==> src/rtl/llsc_link_unit_pkg.sv <==
// Shared types and constants for the LL/SC reservation tracker.
package llsc_link_unit_pkg;

    typedef enum logic [1:0] {
        IDLE     = 2'd0,
        LINKED   = 2'd1,
        SC_WRITE = 2'd2,
        SC_DONE  = 2'd3
    } llsc_state_t;

    localparam logic [31:0] SC_SUCCESS = 32'h1;
    localparam logic [31:0] SC_FAIL    = 32'h0;

endpackage

==> src/rtl/llsc_link_unit_match.sv <==
// Block-address comparator: equality of the address bits above the block offset.
// Purely combinational; callers pass only the block field so offset bits never reach here.
module link_match #(
    parameter int BLK_W = 29
) (
    input  logic [BLK_W-1:0] a_blk,
    input  logic [BLK_W-1:0] b_blk,
    output logic             hit
);

    assign hit = (a_blk == b_blk);

endmodule

==> src/rtl/llsc_link_unit.sv <==
// Per-core LL/SC reservation tracker: holds the LL block, breaks it on matching stores,
// snoops or idle timeout, gates the SC write and reports a 1/0 result pulse.
module llsc_link_unit
    import llsc_link_unit_pkg::*;
#(
    parameter int ADDR_W       = 32,
    parameter int BLK_LSB      = 3,
    parameter int LINK_TIMEOUT = 0
) (
    input  logic              CLK,
    input  logic              nRST,
    input  logic              ll_req,
    input  logic              sc_req,
    input  logic              sw_req,
    input  logic [ADDR_W-1:0] addr,
    input  logic              dhit,
    input  logic              snoop_inv,
    input  logic [ADDR_W-1:0] snoop_addr,
    output logic              link_valid,
    output logic [ADDR_W-1:0] link_addr,
    output logic              sc_wen,
    output logic              sc_done,
    output logic [31:0]       sc_result
);

    localparam int                BLK_W    = ADDR_W - BLK_LSB;
    localparam logic [ADDR_W-1:0] BLK_MASK = {{BLK_W{1'b1}}, {BLK_LSB{1'b0}}};

    llsc_state_t       state_q, state_d;
    logic [ADDR_W-1:0] link_addr_q, link_addr_d;
    logic [31:0]       sc_result_q, sc_result_d;

    logic addr_hit;
    logic snoop_hit;
    logic snoop_brk;
    logic ll_collide;
    logic tmo_hit;
    logic unused_snoop_lsb;

    // Offset bits of the snooped address never influence a block match.
    assign unused_snoop_lsb = ^snoop_addr[BLK_LSB-1:0];

    link_match #(.BLK_W(BLK_W)) u_addr_match (
        .a_blk (addr[ADDR_W-1:BLK_LSB]),
        .b_blk (link_addr_q[ADDR_W-1:BLK_LSB]),
        .hit   (addr_hit)
    );

    link_match #(.BLK_W(BLK_W)) u_snoop_match (
        .a_blk (snoop_addr[ADDR_W-1:BLK_LSB]),
        .b_blk (link_addr_q[ADDR_W-1:BLK_LSB]),
        .hit   (snoop_hit)
    );

    assign snoop_brk  = snoop_inv && snoop_hit;
    // An LL racing an invalidation of its own block must not establish a link.
    assign ll_collide = snoop_inv && (addr[ADDR_W-1:BLK_LSB] == snoop_addr[ADDR_W-1:BLK_LSB]);

    generate
        if (LINK_TIMEOUT > 0) begin : g_tmo
            localparam int             CW       = $clog2(LINK_TIMEOUT + 1);
            localparam logic [CW-1:0]  TMO_LAST = CW'(LINK_TIMEOUT - 1);

            logic [CW-1:0] tmo_cnt_q, tmo_cnt_d;
            logic          idle_linked;

            assign idle_linked = (state_q == LINKED) && !(ll_req || sc_req || sw_req);
            assign tmo_hit     = idle_linked && (tmo_cnt_q == TMO_LAST);

            // Held at zero outside LINKED so every entry starts a fresh count.
            always_comb begin
                tmo_cnt_d = tmo_cnt_q;
                if ((state_q != LINKED) || ll_req) begin
                    tmo_cnt_d = '0;
                end else if (idle_linked && (tmo_cnt_q != TMO_LAST)) begin
                    tmo_cnt_d = tmo_cnt_q + CW'(1);
                end
            end

            always_ff @(posedge CLK or negedge nRST) begin
                if (!nRST) begin
                    tmo_cnt_q <= '0;
                end else begin
                    tmo_cnt_q <= tmo_cnt_d;
                end
            end
        end else begin : g_no_tmo
            assign tmo_hit = 1'b0;
        end
    endgenerate

    always_comb begin
        state_d     = state_q;
        link_addr_d = link_addr_q;
        sc_result_d = sc_result_q;
        case (state_q)
            IDLE, LINKED: begin
                if (sc_req) begin
                    if ((state_q == LINKED) && addr_hit && !snoop_brk) begin
                        state_d = SC_WRITE;
                    end else begin
                        state_d     = SC_DONE;
                        sc_result_d = SC_FAIL;
                    end
                end else if (ll_req && dhit) begin
                    if (ll_collide) begin
                        state_d = IDLE;
                    end else begin
                        state_d     = LINKED;
                        link_addr_d = addr & BLK_MASK;
                    end
                end else if (state_q == LINKED) begin
                    if (snoop_brk || (sw_req && dhit && addr_hit) || tmo_hit) begin
                        state_d = IDLE;
                    end
                end
            end
            SC_WRITE: begin
                // A completed write outranks a same-cycle snoop: the bus already ordered it.
                if (dhit) begin
                    state_d     = SC_DONE;
                    sc_result_d = SC_SUCCESS;
                end else if (snoop_brk) begin
                    state_d     = SC_DONE;
                    sc_result_d = SC_FAIL;
                end
            end
            SC_DONE: begin
                state_d = IDLE;
            end
            default: begin
                state_d = IDLE;
            end
        endcase
    end

    always_ff @(posedge CLK or negedge nRST) begin
        if (!nRST) begin
            state_q     <= IDLE;
            link_addr_q <= '0;
            sc_result_q <= SC_FAIL;
        end else begin
            state_q     <= state_d;
            link_addr_q <= link_addr_d;
            sc_result_q <= sc_result_d;
        end
    end

    assign link_valid = (state_q == LINKED) || (state_q == SC_WRITE);
    assign link_addr  = link_addr_q;
    assign sc_wen     = (state_q == SC_WRITE);
    assign sc_done    = (state_q == SC_DONE);
    assign sc_result  = sc_result_q;

endmodule

==> config.mk <==
export PLATFORM = sky130hd
export DESIGN_NAME = llsc_link_unit
export DESIGN_NICKNAME = d
export VERILOG_FILES = /design/src/rtl/llsc_link_unit_pkg.sv /design/src/rtl/llsc_link_unit_match.sv /design/src/rtl/llsc_link_unit.sv
export SDC_FILE = /design/constraint.sdc
export NUM_CORES = 1
export LEC_CHECK = 0
export CORE_AREA = 2 2 69 120
export CTS_BUF_LIST = sky130_fd_sc_hd__clkbuf_8
export CTS_CLUSTER_SIZE = 10
export DETAILED_ROUTE_END_ITERATION = 12
export DIE_AREA = 0 0 71 122
export HOLD_SLACK_MARGIN = 0.06
export PLACE_DENSITY = 0.75
export SYNTH_ARGS = -nofsm -noshare
export SYNTH_HDL_FRONTEND = slang
export SYNTH_SLANG_ARGS = --single-unit
==> constraint.sdc <==
create_clock -name CLK -period 1.9 [get_ports CLK]
set_input_delay 0.38 -clock CLK [delete_from_list [all_inputs] [get_ports CLK]]
set_output_delay 0.38 -clock CLK [all_outputs]
set_load 0.005 [all_outputs]
Word-level counts from Yosys, hierarchy flattened. Cells that the tools add are included.

Flip-flop bits (word level): 63.

Equality and inequality tests: 11. Muxes and demuxes: 14. Bitwise gates (word level): 2. Reductions and logical operators: 16.

Operators by type and width (count): $mux 32 (4); $eq 29x29->1 (3); $pmux 32 s2 (1); $mux 2 (6); $ne 4x4->1 const B (2); $reduce_and 4->1 (2); $logic_and 1x1->1 (7); $pmux 2 s3 (1); $eq 2x2->1 const B (2); $ne 2x2->1 const B (2); $ne 3x2->1 const B (1); $reduce_and 3->1 (1); $eq 2x1->1 const B (1); $logic_not 2->1 (1); $logic_or 1x1->1 (2); $mux 1 (2); $not 1->1 (2); $reduce_bool 2->1 (1); $reduce_or 2->1 (1); $logic_not 1->1 (1).

Logic depth before layout (Yosys ltp).
Depth after elaboration: 8. Mapped depth: 8. Depth with buffers taken out: 8.

Hierarchy. From an unflattened synthesis, not the netlist that was laid out.

Cells, all modules: 246. Area total of the unflattened synthesis: 2623.8 µm².

By module, submodules not included: llsc_link_unit (times used 1, cells an instance 168, area an instance 1983.2 µm², sequential area each 800.8 µm²); link_match (times used 2, cells an instance 39, area an instance 320.3 µm², sequential area each 0.0 µm²).

Least setup slack after synthesis. No wires, ideal clock.

Path kind: register -> register. Start: reg state_q[1]. End: reg link_addr_q[20] (netlist: link_addr[20]). Library setup time: 125 ps. Arrival: 1737 ps. Data required time: 1775 ps. Slack: 38 ps. Stages on the path, launching flop included: 8. Buffers on the path: 2. Period minus slack after synthesis: 1862 ps. Cells stage by stage: dfrtp_1 -> inv_1 -> ha_1 -> o21bai_1 -> a211oi_1 -> buf_4 -> buf_6 -> mux2_4.

Word-level cells in the longest chain between the ends: 3. Elaborated cells on any way between the ends: 4. Classes of those cells: eq/ne: 1; reduce/logical: 3.

Ends and longest elaborated chain: start, declared (RTL line llsc_link_unit.sv:29) `llsc_state_t state_q, state_d;`; start signal, assigned (RTL line llsc_link_unit.sv:143) `state_q <= state_d;`; $eq 2x1->1 / $logic_not 2->1 (equally long branches) (RTL line llsc_link_unit.sv:96) `case (state_q)`; $reduce_or 2->1 (*) (RTL line llsc_link_unit.sv:96); $reduce_and 4->1 (no line) (*); end signal, assigned (RTL line llsc_link_unit.sv:144) `link_addr_q <= link_addr_d;`; end, declared (RTL line llsc_link_unit.sv:30) `logic [ADDR_W-1:0] link_addr_q, link_addr_d;`.

Mark *: on every way between the ends. The rest lies on a longest branch, timed or not. A chain may end at the register's enable or synchronous reset.

Worst setup path after layout.
Start: reg link_addr_q[11] (netlist: link_addr[11]). End: reg state_q[1].

Word-level cells in the longest chain between the ends: 5. Elaborated cells on any way between the ends: 8. Classes of those cells: eq/ne: 4; reduce/logical: 4.

Ends and longest elaborated chain: $eq 29x29->1 (RTL line llsc_link_unit_match.sv:11) `assign hit = (a_blk == b_blk);`; $logic_and 1x1->1 (on tied branches) (RTL line llsc_link_unit.sv:55, llsc_link_unit.sv:113); $logic_or 1x1->1 (RTL line llsc_link_unit.sv:113) `if (snoop_brk || (sw_req && dhit && addr_hit) || tmo_hit) begin`; $ne 4x4->1 (no line); $reduce_and 3->1 (no line) (*).

Marked as above.

==> flow_summary.json <==
{
  "syn_area_sq_um": 2680,
  "pre_cts_slack_ps": -696.8,
  "die_h_um": 122,
  "worstPathRequired_ps": 2080,
  "die_x_um": 71,
  "drtIter0Drc": 87,
  "rsz0062_at_grt": "yes",
  "grt_pass1_vias": 2557,
  "critPathLaunchType": "flop",
  "grt_overflow": 0,
  "holdBufCountCts": 0,
  "clockBufferDepth": 2,
  "min_from": "addr[5]",
  "vdd_drop_max_uv": 715.6,
  "antenna_found_initial": 0,
  "num_vias": 2484,
  "detail_route.vias_per_cell": 4.722,
  "reg2reg_from": "link_addr[11]",
  "num-nets-final": 511,
  "min_path_type": "input pin to flop",
  "clock_latency_ps": 290,
  "drv_cap": 0,
  "top_layer_used": "met4",
  "holdWs_ps": 407.4,
  "route.met2.wl_mm": 4.849,
  "p_clk_frac": 0.099,
  "core_area_sq_um": 7801,
  "start_util": 0.3435,
  "crit_start": "link_addr[11]",
  "rows": 43,
  "arrival_ps": 2170,
  "ys_ff_latch": 32,
  "met1_length_mm": 2.916,
  "post-route-period-util": 1.047,
  "leakage_uw": 0.002035,
  "setup_violations": 3,
  "root_buffer": "clkbuf_8",
  "power_uw": 5541,
  "grt_use_total": 0.1960,
  "slowest_stage": "or4_4",
  "synth_cell_types": 35,
  "period_needed_ps": 1990,
  "final_common_cell": "buf_4",
  "wl_mm": 8.550,
  "syn_area_per_cell_sq_um": 10.51,
  "dp_hpwl_mm": 6.628,
  "antenna_cells": 0,
  "p_seq_frac": 0.237,
  "final_cell_mix": "buf_4, xnor2_1, clkdlybuf4s50_1",
  "switching_power_uw": 1951,
  "grt_pass1_wl_mm": 12.74,
  "pwr-share-comb": 0.664,
  "synth-edff-count": 0,
  "grt_max_degree": 33,
  "worst_clock_skew_ps": 4.811,
  "drt_pass1_iterations": 4,
  "max_freq_mhz": 502.6,
  "stdcell_count": 526,
  "gp_congestion": 0.8361,
  "numPortBuffers": 97,
  "p_int_uw": 3590,
  "path_max_fanout": 3,
  "die-area_sq_um": 8662,
  "hold_viol": 0,
  "sw_frac_of_total": 0.3521,
  "end_kind": "flop",
  "path_cells": "xnor2_2 -> nand4_1 -> or4_4 -> o22a_1 -> a211oi_2 -> o21ai_1",
  "synthCells": 255,
  "cpPeakStageDelay_ps": 580,
  "setup_slack_ps": -89.53,
  "drv_slew": 0,
  "clk_pin_slew_ps": 70,
  "io_pins": 138,
  "ys_warn_count": 0,
  "drive_gt1_frac": 0.4014,
  "status": "finished with violations",
  "path_class": "flop to flop",
  "cts_made_buffers": 5,
  "cts_tree": "built",
  "wl_per_cell_um": 16.25,
  "async_flop_share": 1.000,
  "yosysSeqAreaShare": 0.2988,
  "cts.sinks": 32,
  "dr_wl_met3_um": 387,
  "drc": 0,
  "postRouteAntennaNets": 0,
  "violations": "negative setup slack",
  "syn2layout_area_growth_pct": 69.89,
  "synthFlopType": "dfrtp_1",
  "cts-htree-levels": 2,
  "setup_tns_ps": -209.5,
  "power_density_nw_per_um2": 1217,
  "dp.cells": 509
}
[worst paths after layout]
path / endpoint / slack, ps / cells after the start
max in group asynchronous: link_addr[10] / 1070 / 2
max: state_q[1] / -90 / 6
min: link_addr[5] / 410 / 2
max reg2reg: state_q[1] / -90 / 6
min in group asynchronous: link_addr[12] / 510 / 2
min reg2reg: sc_result[0] / 590 / 2
[timing repair]
| action | CTS | global route |
|---|---|---|
| endpoints found under the setup margin | 34 | 32 |
| gates cloned | 2 | 0 |
| buffers inserted | 6 | 2 |
| resized for setup | 129 | 44 |
| pin swaps | 42 | 29 |
[registers in the layout (all words and copies together) (netlist names)]
name       cells
link_addr     29
state_q        2
sc_result      1
[synth_stat cells, types with 2 or more instances]
master | instances | area share
nand4_1 | 18 | 0.042
xor2_1 | 16 | 0.052
mux2_4 | 10 | 0.056
mux2_2 | 19 | 0.080
nor2_1 | 4 | 0.0056
xnor2_1 | 71 | 0.23
buf_4 | 35 | 0.098
inv_1 | 4 | 0.0056
nand2_1 | 8 | 0.011
nand3_1 | 2 | 0.0037
o211ai_1 | 2 | 0.0056
ha_1 | 5 | 0.023
dfrtp_1 | 32 | 0.30
nor4_1 | 5 | 0.012
nor4_2 | 2 | 0.0093
a21oi_1 | 3 | 0.0056
[critical path: cells and delay by family (launching register included)]
family          cells  cell delay (ps)
simple gates        2              690
compound gates      3              590
flops               1              410
xor+xnor            1              180
[cells by family after synthesis]
logic type / share of synthesized area
adders and majority gates: 0.02334
other: 0.001399
and+or+nand+nor: 0.09571
muxes: 0.1396
DFF: 0.2988
xor gates and xnor gates: 0.2843
buffers and inverters: 0.1097
AOI/OAI and AO/OA: 0.04715
[stage by stage]
step / area [sq um] / util
floorplan: 2804 / -
global placement: 4179 / 0.5357
detailed placement: 4179 / 0.5357
CTS: 4493 / 0.5759
global route: 4553 / 0.5836
finish: 4553 / 0.5836
[layout make-up]
cell class	instances	area, sq um
inverter	4	15.01
tap	90	112.6
fill	669	3248
clock inverter	2	7.507
clock buffer	6	82.58
sequential	32	800.8
multi-input combinational	215	1992
timing repair buffer	177	1543
[per-layer routing]
metal  vias to the layer above  global-route usage
li1                       1168                   -
met1                      1191              0.1941
met2                       103              0.3832
met3                        22             0.03060
met4                         0             0.09552
met5                         -                   0
[power groups by stage]
| stage | Combinational [uW] | Clock [uW] | Sequential, uW |
|---|---|---|---|
| finish | 3680 | 547 | 1310 |
| CTS | 3610 | 560 | 1300 |
| global placement | 3280 | 0 | 1290 |
| global route | 3910 | 586 | 1360 |
| detailed placement | 3340 | 0 | 1310 |
| floorplan | 1330 | 0 | 1470 |
No activity file was read; power rests on OpenSTA's default activity.
